**config.mk**
```make
export PLATFORM = sky130hd
export DESIGN_NAME = bus_arbiter_flat
export DESIGN_NICKNAME = d
export VERILOG_FILES = /design/src/rtl/bus_arbiter_if.sv /design/src/rtl/bus_arbiter.sv /design/src/flat_wrapper.sv
export SDC_FILE = /design/constraint.sdc
export NUM_CORES = 1
export LEC_CHECK = 0
export ABC_AREA = 1
export BUFFER_PORTS_ARGS = -buffer_cell sky130_fd_sc_hd__buf_2
export CAP_MARGIN = 30
export CORE_MARGIN = 4
export CORE_UTILIZATION = 33
export DETAILED_ROUTE_END_ITERATION = 8
export PLACE_DENSITY = 0.5
export SLEW_MARGIN = 15
export SYNTH_ARGS = -nofsm -noshare
export SYNTH_HDL_FRONTEND = slang
export SYNTH_SLANG_ARGS = --single-unit
```
**constraint.sdc**
```tcl
create_clock -name __clk -period 1.5 [get_ports __clk]
set_clock_uncertainty 0.1 [all_clocks]
set_input_delay 0.225 -clock __clk [delete_from_list [all_inputs] [get_ports __clk]]
set_output_delay 0.225 -clock __clk [all_outputs]
set_load 0.01 [all_outputs]
```
**src/rtl/bus_arbiter_if.sv**
```systemverilog
// Bus-side signal bundle of the arbiter: module requests/grants and the bus answer lines.
// The slave modport is the arbiter's view; the master modport is the modules'/bus view.
interface bus_arbiter_if #(
    parameter int NREQ = 4
);
    localparam int OW = (NREQ > 2) ? $clog2(NREQ) : 1;

    logic [NREQ-1:0] zg;
    logic            ok;
    logic            en;
    logic            pe;
    logic [NREQ-1:0] zw;
    logic [OW-1:0]   owner;
    logic            busy;
    logic            talarm;

    modport master (
        output zg, ok, en, pe,
        input  zw, owner, busy, talarm
    );

    modport slave (
        input  zg, ok, en, pe,
        output zw, owner, busy, talarm
    );
endinterface

```
**src/rtl/bus_arbiter.sv**
```systemverilog
// MERA-400 system-bus arbiter: grants ZW to one ZG requester and tracks the transfer
// until OK/EN/PE arrives; raises a one-cycle TALARM when no answer arrives in time.
module bus_arbiter #(
    parameter int NREQ        = 4,
    parameter int ALARM_TICKS = 250,
    parameter bit ROUND_ROBIN = 1'b0
) (
    input  logic         __clk,
    input  logic         clo_,
    bus_arbiter_if.slave bus
);
    localparam int OW = (NREQ > 2) ? $clog2(NREQ) : 1;
    localparam int TW = $clog2(ALARM_TICKS);

    typedef enum logic [1:0] {IDLE, GRANT, RELEASE, ALARM} state_t;

    state_t          state_q, state_d;
    logic [NREQ-1:0] zw_q, zw_d;
    logic [OW-1:0]   owner_q, owner_d;
    logic [OW-1:0]   ptr_q, ptr_d;
    logic [TW-1:0]   timer_q, timer_d;
    logic            talarm_q, talarm_d;

    logic [OW-1:0]   start;
    logic [OW:0]     sum;
    logic [OW-1:0]   cand;
    logic [OW-1:0]   win;
    logic            win_vld;
    logic            answer;
    logic            owner_req;

    // Scan from the highest offset down so the last hit is the first set index at/after start.
    always_comb begin
        start   = ROUND_ROBIN ? ptr_q : '0;
        sum     = '0;
        cand    = '0;
        win     = '0;
        win_vld = 1'b0;
        for (int k = NREQ - 1; k >= 0; k--) begin
            sum = {1'b0, start} + (OW+1)'(k);
            if (sum >= (OW+1)'(NREQ)) begin
                sum = sum - (OW+1)'(NREQ);
            end
            cand = sum[OW-1:0];
            if (bus.zg[cand]) begin
                win     = cand;
                win_vld = 1'b1;
            end
        end
    end

    assign answer    = bus.ok | bus.en | bus.pe;
    assign owner_req = bus.zg[owner_q];

    always_comb begin
        state_d  = state_q;
        zw_d     = zw_q;
        owner_d  = owner_q;
        ptr_d    = ptr_q;
        timer_d  = timer_q;
        talarm_d = 1'b0;
        case (state_q)
            IDLE: begin
                if (win_vld) begin
                    state_d = GRANT;
                    zw_d    = {{(NREQ-1){1'b0}}, 1'b1} << win;
                    owner_d = win;
                    timer_d = '0;
                    if (ROUND_ROBIN) begin
                        ptr_d = (win == OW'(NREQ - 1)) ? '0 : win + 1'b1;
                    end
                end
            end
            GRANT: begin
                // Withdrawal beats an answer, and an answer beats a simultaneous timeout.
                if (!owner_req) begin
                    state_d = IDLE;
                    zw_d    = '0;
                    owner_d = '0;
                end else if (answer) begin
                    state_d = RELEASE;
                end else if (timer_q == TW'(ALARM_TICKS - 1)) begin
                    state_d  = ALARM;
                    talarm_d = 1'b1;
                end else begin
                    timer_d = timer_q + 1'b1;
                end
            end
            ALARM: begin
                state_d = RELEASE;
            end
            RELEASE: begin
                if (!owner_req) begin
                    state_d = IDLE;
                    zw_d    = '0;
                    owner_d = '0;
                end
            end
            default: begin
                state_d = IDLE;
                zw_d    = '0;
                owner_d = '0;
            end
        endcase
    end

    always_ff @(posedge __clk) begin
        if (!clo_) begin
            state_q  <= IDLE;
            zw_q     <= '0;
            owner_q  <= '0;
            ptr_q    <= '0;
            timer_q  <= '0;
            talarm_q <= 1'b0;
        end else begin
            state_q  <= state_d;
            zw_q     <= zw_d;
            owner_q  <= owner_d;
            ptr_q    <= ptr_d;
            timer_q  <= timer_d;
            talarm_q <= talarm_d;
        end
    end

    assign bus.zw     = zw_q;
    assign bus.owner  = owner_q;
    assign bus.busy   = (state_q != IDLE);
    assign bus.talarm = talarm_q;
endmodule

```
**src/flat_wrapper.sv**
```systemverilog
// flat-port wrapper written by rule: the top's interface ports become plain ports
module bus_arbiter_flat 
#(
    parameter int NREQ        = 4,
    parameter int ALARM_TICKS = 250,
    parameter bit ROUND_ROBIN = 1'b0
)
  (__clk, clo_, bus_zg, bus_ok, bus_en, bus_pe, bus_zw, bus_owner, bus_busy, bus_talarm);
  bus_arbiter_if #(.NREQ(NREQ)) bus_i ();
  input  logic __clk;
  input  logic clo_;
  input wire logic [$bits(bus_i.zg)-1:0] bus_zg;
  input wire logic [$bits(bus_i.ok)-1:0] bus_ok;
  input wire logic [$bits(bus_i.en)-1:0] bus_en;
  input wire logic [$bits(bus_i.pe)-1:0] bus_pe;
  output wire logic [$bits(bus_i.zw)-1:0] bus_zw;
  output wire logic [$bits(bus_i.owner)-1:0] bus_owner;
  output wire logic [$bits(bus_i.busy)-1:0] bus_busy;
  output wire logic [$bits(bus_i.talarm)-1:0] bus_talarm;
  assign bus_i.zg = bus_zg;
  assign bus_i.ok = bus_ok;
  assign bus_i.en = bus_en;
  assign bus_i.pe = bus_pe;
  assign bus_zw = bus_i.zw;
  assign bus_owner = bus_i.owner;
  assign bus_busy = bus_i.busy;
  assign bus_talarm = bus_i.talarm;
  bus_arbiter #(.NREQ(NREQ), .ALARM_TICKS(ALARM_TICKS), .ROUND_ROBIN(ROUND_ROBIN)) u_core (.__clk(__clk), .clo_(clo_), .bus(bus_i));
endmodule
```
Word level (Yosys, flattened, before mapping)

Index checks and enable logic that the tools add are counted.

Add/sub/neg operators: 1
Multiply operators: 0
Div/mod/pow operators: 0
Magnitude comparators: 1
Equal/unequal tests: 11
Shift operators: 1
Multiplexer cells: 27
Bitwise logic cells: 5
Reductions and logical operators: 9

Operators by type and width:

| cell                | number |
|---|---|
| $mux 8              | 4 |
| $mux 2              | 10 |
| $pmux 8 s2          | 1 |
| $add 8x1->8 const B | 1 |
| $eq 8x8->1 const B  | 1 |
| $mux 4              | 2 |
| $ne 2x2->1 const B  | 4 |
| $pmux 2 s4          | 1 |
| $pmux 4 s2          | 1 |
| $mux 1              | 6 |
| $reduce_and 3->1    | 2 |
| $reduce_bool 2->1   | 3 |
| $reduce_and 5->1    | 1 |
| $eq 2x2->1 const B  | 2 |
| $ne 2x1->1 const B  | 2 |
| $ne 4x3->1 const B  | 1 |
| $pmux 2 s2          | 1 |
| $reduce_or 4->1     | 1 |
| $shl 1x2->4 const A | 1 |
| $lt 2x3->1 const B  | 1 |
| $not 1->1           | 3 |
| $bmux 1 s2          | 1 |
| $eq 2x1->1 const B  | 1 |
| $logic_not 2->1     | 1 |
| other kinds (2)     | 3 |

Flip-flop bits (word level): 17
Latch bits: 0
Memory bits (writable): 0
Bits in read-only memories: 0
Input bits: 9
Output and inout bits: 8
Logic and storage cells: 60
Memories: 0

Longest topological paths before layout

Gate-level depths: netlist (run 1).

Depth after elaboration: 7
Mapped depth: 12
Mapped depth without buffers: 12

Worst setup path before layout (run 1)

No wires, ideal clock.

Path kind: register -> register
From: register u_core.state_q[0]
To: register u_core.timer_q[7]
Setup time: 0.113 ns
Arrival: 1.290 ns
Data required time: 1.287 ns
Path slack: -0.003 ns
Stages on the path, launching flop included: 11
Path buffers: 0
Clock period less this slack: 1.503 ns
Path through: dfxtp_1 > inv_1 > ha_1 > nand3_2 > nand2_1 > inv_2 > nand3_1 > nor2_2 > nand2_1 > nand2_1 > nor2_1

Word-level cells in the longest chain between the ends: 3
Elaborated cells between the ends (all ways): 9
Those cells by class: eq/ne (5); mux (1); reduce/logical (3)

RTL lines:

| element                                              | RTL line           | source |
|---|---|---|
| start, declared                                      | bus_arbiter.sv:17  | `state_t state_q, state_d;` |
| start signal, assigned                               | bus_arbiter.sv:116 | `state_q <= state_d;` |
| $eq 2x1->1 / $logic_not 2->1 (equally long branches) | bus_arbiter.sv:62  | `case (state_q)` |
| $ne 2x2->1 (no line) (tied with other cells)         | -                  |  |
| $reduce_and 5->1 (no line)                           | -                  |  |
| end signal, assigned                                 | bus_arbiter.sv:120 | `timer_q <= timer_d;` |
| end, declared                                        | bus_arbiter.sv:21  | `logic [TW-1:0] timer_q, timer_d;` |

Parallel ways exist; a longest one is shown, timed or not.
A chain may end at the register's enable or synchronous reset.

Worst setup path in the final report (run 1)

From: register u_core.state_q[0]
To: output bus_busy

Word-level cells in the longest chain between the ends: 1

RTL lines:

| element           | RTL line           | source |
|---|---|---|
| $reduce_bool 2->1 | bus_arbiter.sv:127 | `assign bus.busy = (state_q != IDLE);` |
| end, declared     | flat_wrapper.sv:18 | `output wire logic [$bits(bus_i.busy)-1:0] bus_busy;` |

No other way between the ends.

==> results of run 1 <==
-- metal layers --
layer,global-route usage,vias to the layer above
li1,-,658
met1,0.1619,550
met2,0.2650,29
met3,0.03204,9
met4,0.04051,0
met5,0,-
-- critical path: cells and delay by family, from the launching register on --
family / cells / cell delay [ns]
buffers and inverters: 4 / 0.32
adders and majority gates: 1 / 0.17
DFF: 1 / 0.38
-- area by class of cell --
cell class,instances,area (µm²),share of cell area
Tap cell,46,57.56,0.03283
Multi-Input combinational cell,133,925.9,0.5282
Sequential cell,17,354.1,0.2020
Inverter,27,106.4,0.06067
Timing Repair Buffer,41,281.5,0.1606
Clock inverter,1,5.005,0.002855
Clock buffer,3,22.52,0.01285
-- timing repair --
item / 4_1_cts / 5_1_grt
hold buffers: 0 / 0
pin swaps: 1 / 19
buffers inserted: 4 / 1
endpoints found under the setup margin: 14 / 17
cloned: 0 / 1
resized for setup: 13 / 51
-- registers in the layout, indices dropped and copies added (netlist names) --
register,flops
u_core.timer_q,8
u_core.bus.zw,4
u_core.bus.owner,2
u_core.state_q,2
u_core.bus.talarm,1
-- power by group through the flow --
stage	sequential [W]	clock (W)	combinational, W
2_1_floorplan	0.000605	0	0.000484
3_3_place_gp	0.000603	0	0.000765
3_5_place_dp	0.000606	0	0.000779
4_1_cts	0.000601	0.000278	0.000877
5_1_grt	0.000639	0.000298	0.00122
6_report	0.000626	0.000267	0.00108
-- synthesized netlist by cell type, types with 4 or more instances --
library cell and number:
sky130_fd_sc_hd__nor2_2 5, sky130_fd_sc_hd__nand2_2 5, sky130_fd_sc_hd__nand3_1 14, sky130_fd_sc_hd__a21oi_1 12
sky130_fd_sc_hd__inv_1 22, sky130_fd_sc_hd__nor2_1 23, sky130_fd_sc_hd__dfxtp_1 17, sky130_fd_sc_hd__nand2_1 42
sky130_fd_sc_hd__ha_1 7, sky130_fd_sc_hd__nor3_1 4, sky130_fd_sc_hd__inv_2 4, sky130_fd_sc_hd__o21ai_1 5
-- final timing paths --
check | start | end | slack [ns] | depth (start not counted)
max | u_core.state_q[0] | bus_busy | 0.004 | 5
min | clo_ | u_core.bus.zw[2] | 0.19 | 3
max reg2reg | u_core.state_q[0] | u_core.state_q[0] | 0.04 | 8
min reg2reg | u_core.bus.zw[3] | u_core.bus.zw[3] | 0.37 | 2
-- stage by stage --
step | worst slack, ns | total power [W]
3_5_place_dp | -0.06067 | 0.001385
3_3_place_gp | -0.04025 | 0.001367
2_1_floorplan | 0.006614 | 0.001090
5_1_grt | -0.06473 | 0.002154
4_1_cts | -0.003499 | 0.001756
6_report | 0.003670 | 0.001977
-- cells by family after synthesis --
kind of cell	count (synthesis)	share of synthesized area
fa+ha+maj	7	0.07592
flops	17	0.2950
buf+inv	29	0.09652
simple gates	101	0.4132
compound gates	24	0.1193
==> results summary, run 1 <==
The last weighted congestion value of the routability-driven placer is 0.8383. The growth of design area from synthesis to finish is 51.95%. Timing would allow up to 668.3 MHz. Signal routing reaches up to met4. The cell-internal power is 0.001145 W. The count of flip-flops with a built-in enable after synthesis is 0.

The area of the core region is 0.003363 mm². Setup repair after global routing could not meet its margin everywhere. The area share of the largest cell type after synthesis came out at 0.2950. The number of H-tree levels came out at 1. Counting the buffers created by CTS gives 3. The worst-margin pin slew came out at 0.3155 ns. The average footprint of a synthesized cell is 6.481 µm². The type of the tightest min-delay check is input port to flip-flop.

The wire length reported by the detailed router is 3.065 mm. The total nets after synthesis came out at 194. Yosys attributes the largest share of cell area to sky130_fd_sc_hd__dfxtp_1 30%, sky130_fd_sc_hd__nand2_1 14%, sky130_fd_sc_hd__ha_1 7.6%, sky130_fd_sc_hd__nor2_1 7.5%, sky130_fd_sc_hd__inv_1 7.2%.

The setup violation total in the final timing report is 0. Synthesis handed over a netlist of 178 instances. The clock share of power came out at 0.135. In the detailed route, the total length drawn on met2 is 1.562 mm. The slowest library cell on the worst path is sky130_fd_sc_hd__dfxtp_4. The maximum clock insertion buffer count is 2. The clock transition time at the flip-flop clock pins of the worst setup and hold paths is 0.11 ns. The worst pin sits at a relative slew slack of 0.7884. The via density per instance came out at 4.649. Of all flip-flops after synthesis, the portion carrying an async set or reset was 0. Measured along the x axis, the die boundary spans 67.13 µm. The netlist uses 23 different library cells. The static leakage power is 0.7649 nW. The count of max-cap constraint violations is 0. The initial antenna violation count is 0. The die boundary height is 67.13 µm. The global-route usage over all layers is 0.1432.

The DRC violation total after the first TritonRoute iteration is 33. The count of pins over their slew limit came out at 0. The share of layout cells above drive strength 1 came out at 0.4955. The aggregate global routing overflow came out at 0. The dominant register cell in the synthesized netlist is sky130_fd_sc_hd__dfxtp_1.

STA classifies the critical path startpoint as a flip-flop. The number of storage elements in the synthesis netlist came out at 17. The largest total area in the synthesized netlist belongs to sky130_fd_sc_hd__dfxtp_1. The power density over the cells came out at 1128 mW/mm². The met3 wirelength from detailed routing came out at 153 µm.

The placed instances occupy a cell area of 0.001434 mm². The tree built by TritonCTS fans out to 17 sinks. The number of cell rows came out at 21. The final cell area excluding filler cells is 0.001753 mm².

On the worst path, the slowest cell contributes a delay of 0.38 ns. STA classifies the critical path endpoint as an output port. The part of the power in combinational logic is 0.548. The DRC violations left came out at 0. By instance count, the cell type seen most on the critical path is sky130_fd_sc_hd__inv_2. The die covers 0.004506 mm². After filler insertion, the fill cell instance count of the layout stands at 358.

The total placed cells including tap cells came out at 258. Summed over all nets, the switching power comes to 0.0008324 W. The final core utilization is 0.5212. The routed layout has 1246 vias. The final number of hold-violating endpoints is 0. TritonCTS built the clock tree. Of the available clock period, the critical path in the final layout requires 0.9976.

The post-layout net count came out at 239. The number of standard cells in the layout, taps in and fillers out is 268. Of all nets on the critical path, the largest fanout is 4.

The pin count of the biggest net entering global routing came out at 11. The clock tree root driver cell is sky130_fd_sc_hd__clkbuf_4. The per-cell routed wire length is 11.44 µm. 0 antenna diodes ended up in the layout. The number of I/O port buffers is 16.

The estimated wirelength of the detail-placed design is 2.186 mm. The number of iterations in the first detailed-routing pass is 5. The synthesized cell area is 0.001154 mm².

The net switching share of the total power is 0.4210. The run finished with clean final reports. The clock period minus final worst setup slack is 1.496 ns. The setup TNS is 0 ns. Yosys printed 0 warnings. The initial utilization of the core area, before any placement, comes to 0.3430. The data required time at the worst endpoint came out at 1.17 ns.

Across the VDD grid, the largest voltage drop is 0.6681 mV. The via count of the first global-routing pass came to 1219. Walking the worst path, the cells encountered are inv_2, ha_4, buf_4, inv_2, buf_6. The first global-routing pass estimated 4.981 mm of wire. Of the total power, registers draw 0.316.

The worst slack on hold paths is 0.1868 ns. The data arrival time of the critical path is 1.17 ns. The count of boundary I/O pins came out at 17. The detailed router put a total of 1.260 mm of wire on met1. The top cell types in the final layout, fill and taps aside, are 34 x sky130_fd_sc_hd__nand2_1, 23 x sky130_fd_sc_hd__buf_4, 19 x sky130_fd_sc_hd__nor2_1.

The sequential element share of the synthesized area came out at 0.2950. The number of routed nets with antenna violations came out at 0. The most common cell after layout, fill and taps aside is sky130_fd_sc_hd__nand2_1. For the worst-skew pair, the clock arrives at the later sink with an insertion delay of 0.31 ns.

The critical path is of the flip-flop to output port type.
Note: power is estimated with default switching activity, not from simulation.
==> inputs of run 2 (changes only) <==
Settings changed: PLACE_DENSITY 0.5 to 0.48.
Clock period 1.5 ns to 1.7 ns, I/O delays scaled along.
==> results summary, run 2 (synthesized netlist as in run 1, its figures left out) <==
The number of flip-flops in the largest register came out at 8 (unchanged). The cell depth of the worst setup path came to 9 (+4). The highest ir drop seen on vdd came to 0.3995 mV (-40%).

The total via count in the routed design came to 1115 (-11%). The cell-internal power was 0.0007924 W (-31%). The path class of the tightest hold or removal check is input port to flip-flop. The clock tree from TritonCTS is built. The share of the cycle needed by the critical path after routing is 0.9305. The total power draw came out at 0.001378 W (-30%).

The initial antenna violation count came out at 0 (unchanged). Walking the worst path, the cells encountered are inv_1, ha_1, nand2_1, nor2_2, nand2_2, nand2_2, o21ai_1, nand3_1, a21oi_2. The data required time at the worst endpoint came out at 1.83 ns (+0.66 ns). The net switching share of the total power is 0.4250 (+0.004000). The number of routed nets with antenna violations is 0 (unchanged). The power share of the sequential group is 0.389 (+0.073). The static leakage power is 0.6134 nW (-20%). The part of the power in combinational logic came to 0.447 (-0.101). The worst-margin pin slew is 0.5025 ns (+0.1870 ns). The run finished with clean final reports. The full die area came to 0.004506 mm² (unchanged). The estimated wirelength of the detail-placed design is 2.116 mm (-3.2%).

The count of max-cap constraint violations is 0 (unchanged). The stage delay of the slowest cell on the critical path was 0.41 ns (+0.03 ns). Broken down by cell family, the worst path's largest delay share belongs to simple AND/OR/NAND/NOR gates. The starting utilization of the core area came out at 0.3430 (unchanged). The final number of hold-violating endpoints came out at 0 (unchanged). The worst setup path is captured at a flip-flop. The logic depth of the worst register-to-register path came out at 9 (+1). The number of instances on the worst hold path came out at 3 (unchanged). The critical path is of the flip-flop to flip-flop type. The count of boundary I/O pins came out at 17 (unchanged). The DRC violation total after the first TritonRoute iteration is 40 (+21%). The clock transition time at the flip-flop clock pins of the worst setup and hold paths is 0.11 ns (about the same). The worst path needs 1.582 ns of the cycle, external delays included. The number of diodes is 0 (unchanged). The tree is rooted in a sky130_fd_sc_hd__clkbuf_4. The number of iterations in the first detailed-routing pass came to 4 (-1). The count of pins over their slew limit is 0 (unchanged). The die boundary height came out at 67.13 µm (unchanged). The sort of element at the start of the critical path is a flip-flop.

The buffer count from post-CTS setup fixing came out at 0 (-4). For this design, the slowest cell found on the critical path is sky130_fd_sc_hd__dfxtp_1. The area of the core region is 0.003363 mm² (unchanged).

The aggregate global routing overflow is 0 (unchanged). The number of cell rows came out at 21 (unchanged). For this run, the top clock speed supported by timing is 632.1 MHz. The total net switching power is 0.0005856 W (-30%). The number of H-tree levels was 1 (unchanged). The share of layout cells above drive strength 1 is 0.2513 (-0.2442). The number of I/O port buffers is 16 (unchanged). The pin count of the biggest net entering global routing is 11 (unchanged).

The per-cell routed wire length is 10.96 µm (-4.1%). The insertion delay of the later-clocked pin in the worst-skew pair is 0.30 ns (about the same). The data arrival time of the critical path was 1.71 ns (+0.54 ns). The peak fanout along the critical path was 5 (+1).

The number of buffers inserted during clock tree synthesis came out at 3 (unchanged). The register with the most flip-flops is u_core.timer_q. The worst-case headroom to the max-slew limit came to 0.6624 (-0.1260).

The library cell used most frequently in the layout, excluding fill and tap cells, is sky130_fd_sc_hd__nand2_1. The die width is 67.13 µm (unchanged). The last weighted congestion value of the routability-driven placer was 0.8116 (-3.2%). The first-pass GRT wire length came out at 4.809 mm (-3.5%). The setup violation total in the final timing report was 0 (unchanged). The power density over the cells came out at 1000 mW/mm² (-11%). The global-route usage over all layers came out at 0.1388 (-0.004325). In the layout the commonest cells are 42 x sky130_fd_sc_hd__nand2_1, 22 x sky130_fd_sc_hd__inv_1, 22 x sky130_fd_sc_hd__nor2_1.

The post-layout net count is 216 (-9.6%). The number of clock sinks is 17 (unchanged). The via density per instance came out at 4.551 (-2.1%). The most numerous cell type found on the critical path is sky130_fd_sc_hd__nand2_2. The setup TNS is 0 ns (unchanged). The via count of the first global-routing pass came to 1114 (-8.6%). Setup repair after global routing could not meet its margin everywhere. The wire length reported by the detailed router is 2.686 mm (-12%). The number of buffer and inverter instances along the worst setup path is 1 (-3).

The maximum clock insertion buffer count is 2 (unchanged). The clock share of power was 0.164 (+0.029). The growth of design area from synthesis to finish came out at 19.41%. The DRC violations left is 0 (unchanged).
-- run 2: layout make-up --
type | count | area [µm²]
tap | 46 | 57.56
clock buffer | 3 | 22.52
multi-input combinational | 132 | 747.0
fill | 389 | 1986
timing repair buffer | 19 | 102.6
sequential | 17 | 341.6
clock inverter | 1 | 5.005
inverter | 27 | 101.3
-- run 2: metrics by stage --
stage               cell area, µm²  utilization  setup slack, ns  hold slack [ns]  instances
global placement              1304       0.3876          0.08791           0.3528        241
CTS                           1336       0.3973          0.03630           0.1741        245
detailed placement            1304       0.3876          0.01776           0.3613        241
global route                  1378       0.4096         -0.01955           0.1948        245
finish                        1378       0.4096           0.1181           0.1721        245
floorplan                     1154            -           0.1974           0.3782        178
-- run 2: power by group through the flow --
| stage | clock, W | combinational, W | sequential, W |
|---|---|---|---|
| after global placement | 0 | 0.000562 | 0.000539 |
| final | 0.000226 | 0.000616 | 0.000535 |
| after CTS | 0.000242 | 0.000575 | 0.000530 |
| after floorplan | 0 | 0.000423 | 0.000534 |
| after detailed placement | 0 | 0.000569 | 0.000540 |
| after global routing | 0.000257 | 0.000721 | 0.000548 |
-- run 2: worst min-delay path, cell delays in order --
cell	delay, ns
sky130_fd_sc_hd__buf_2	0.17
sky130_fd_sc_hd__nand2_1	0.09
sky130_fd_sc_hd__nor2_1	0.04
-- run 2: path summary, 6_finish.rpt --
| kind | start | end | slack (ns) |
|---|---|---|---|
| max | u_core.timer_q[1] | u_core.timer_q[5] | 0.12 |
| min | clo_ | u_core.state_q[0] | 0.17 |
| max reg2reg | u_core.timer_q[1] | u_core.timer_q[5] | 0.12 |
| min reg2reg | u_core.bus.zw[3] | u_core.bus.zw[3] | 0.37 |
-- run 2: layer usage --
layer  GRT usage  share of wire  vias to the layer above
met5           0              0                        -
met1      0.1705           0.48                      493
met2      0.2380           0.48                       12
li1            -              -                      606
met3     0.02530          0.027                        4
met4     0.05316          0.012                        0
-- run 2: what timing repair did --
action                     in CTS  in global routing
gates cloned                    0                  0
hold buffers                    0                  0
setup endpoints to repair       1                 16
resized for setup               1                  8
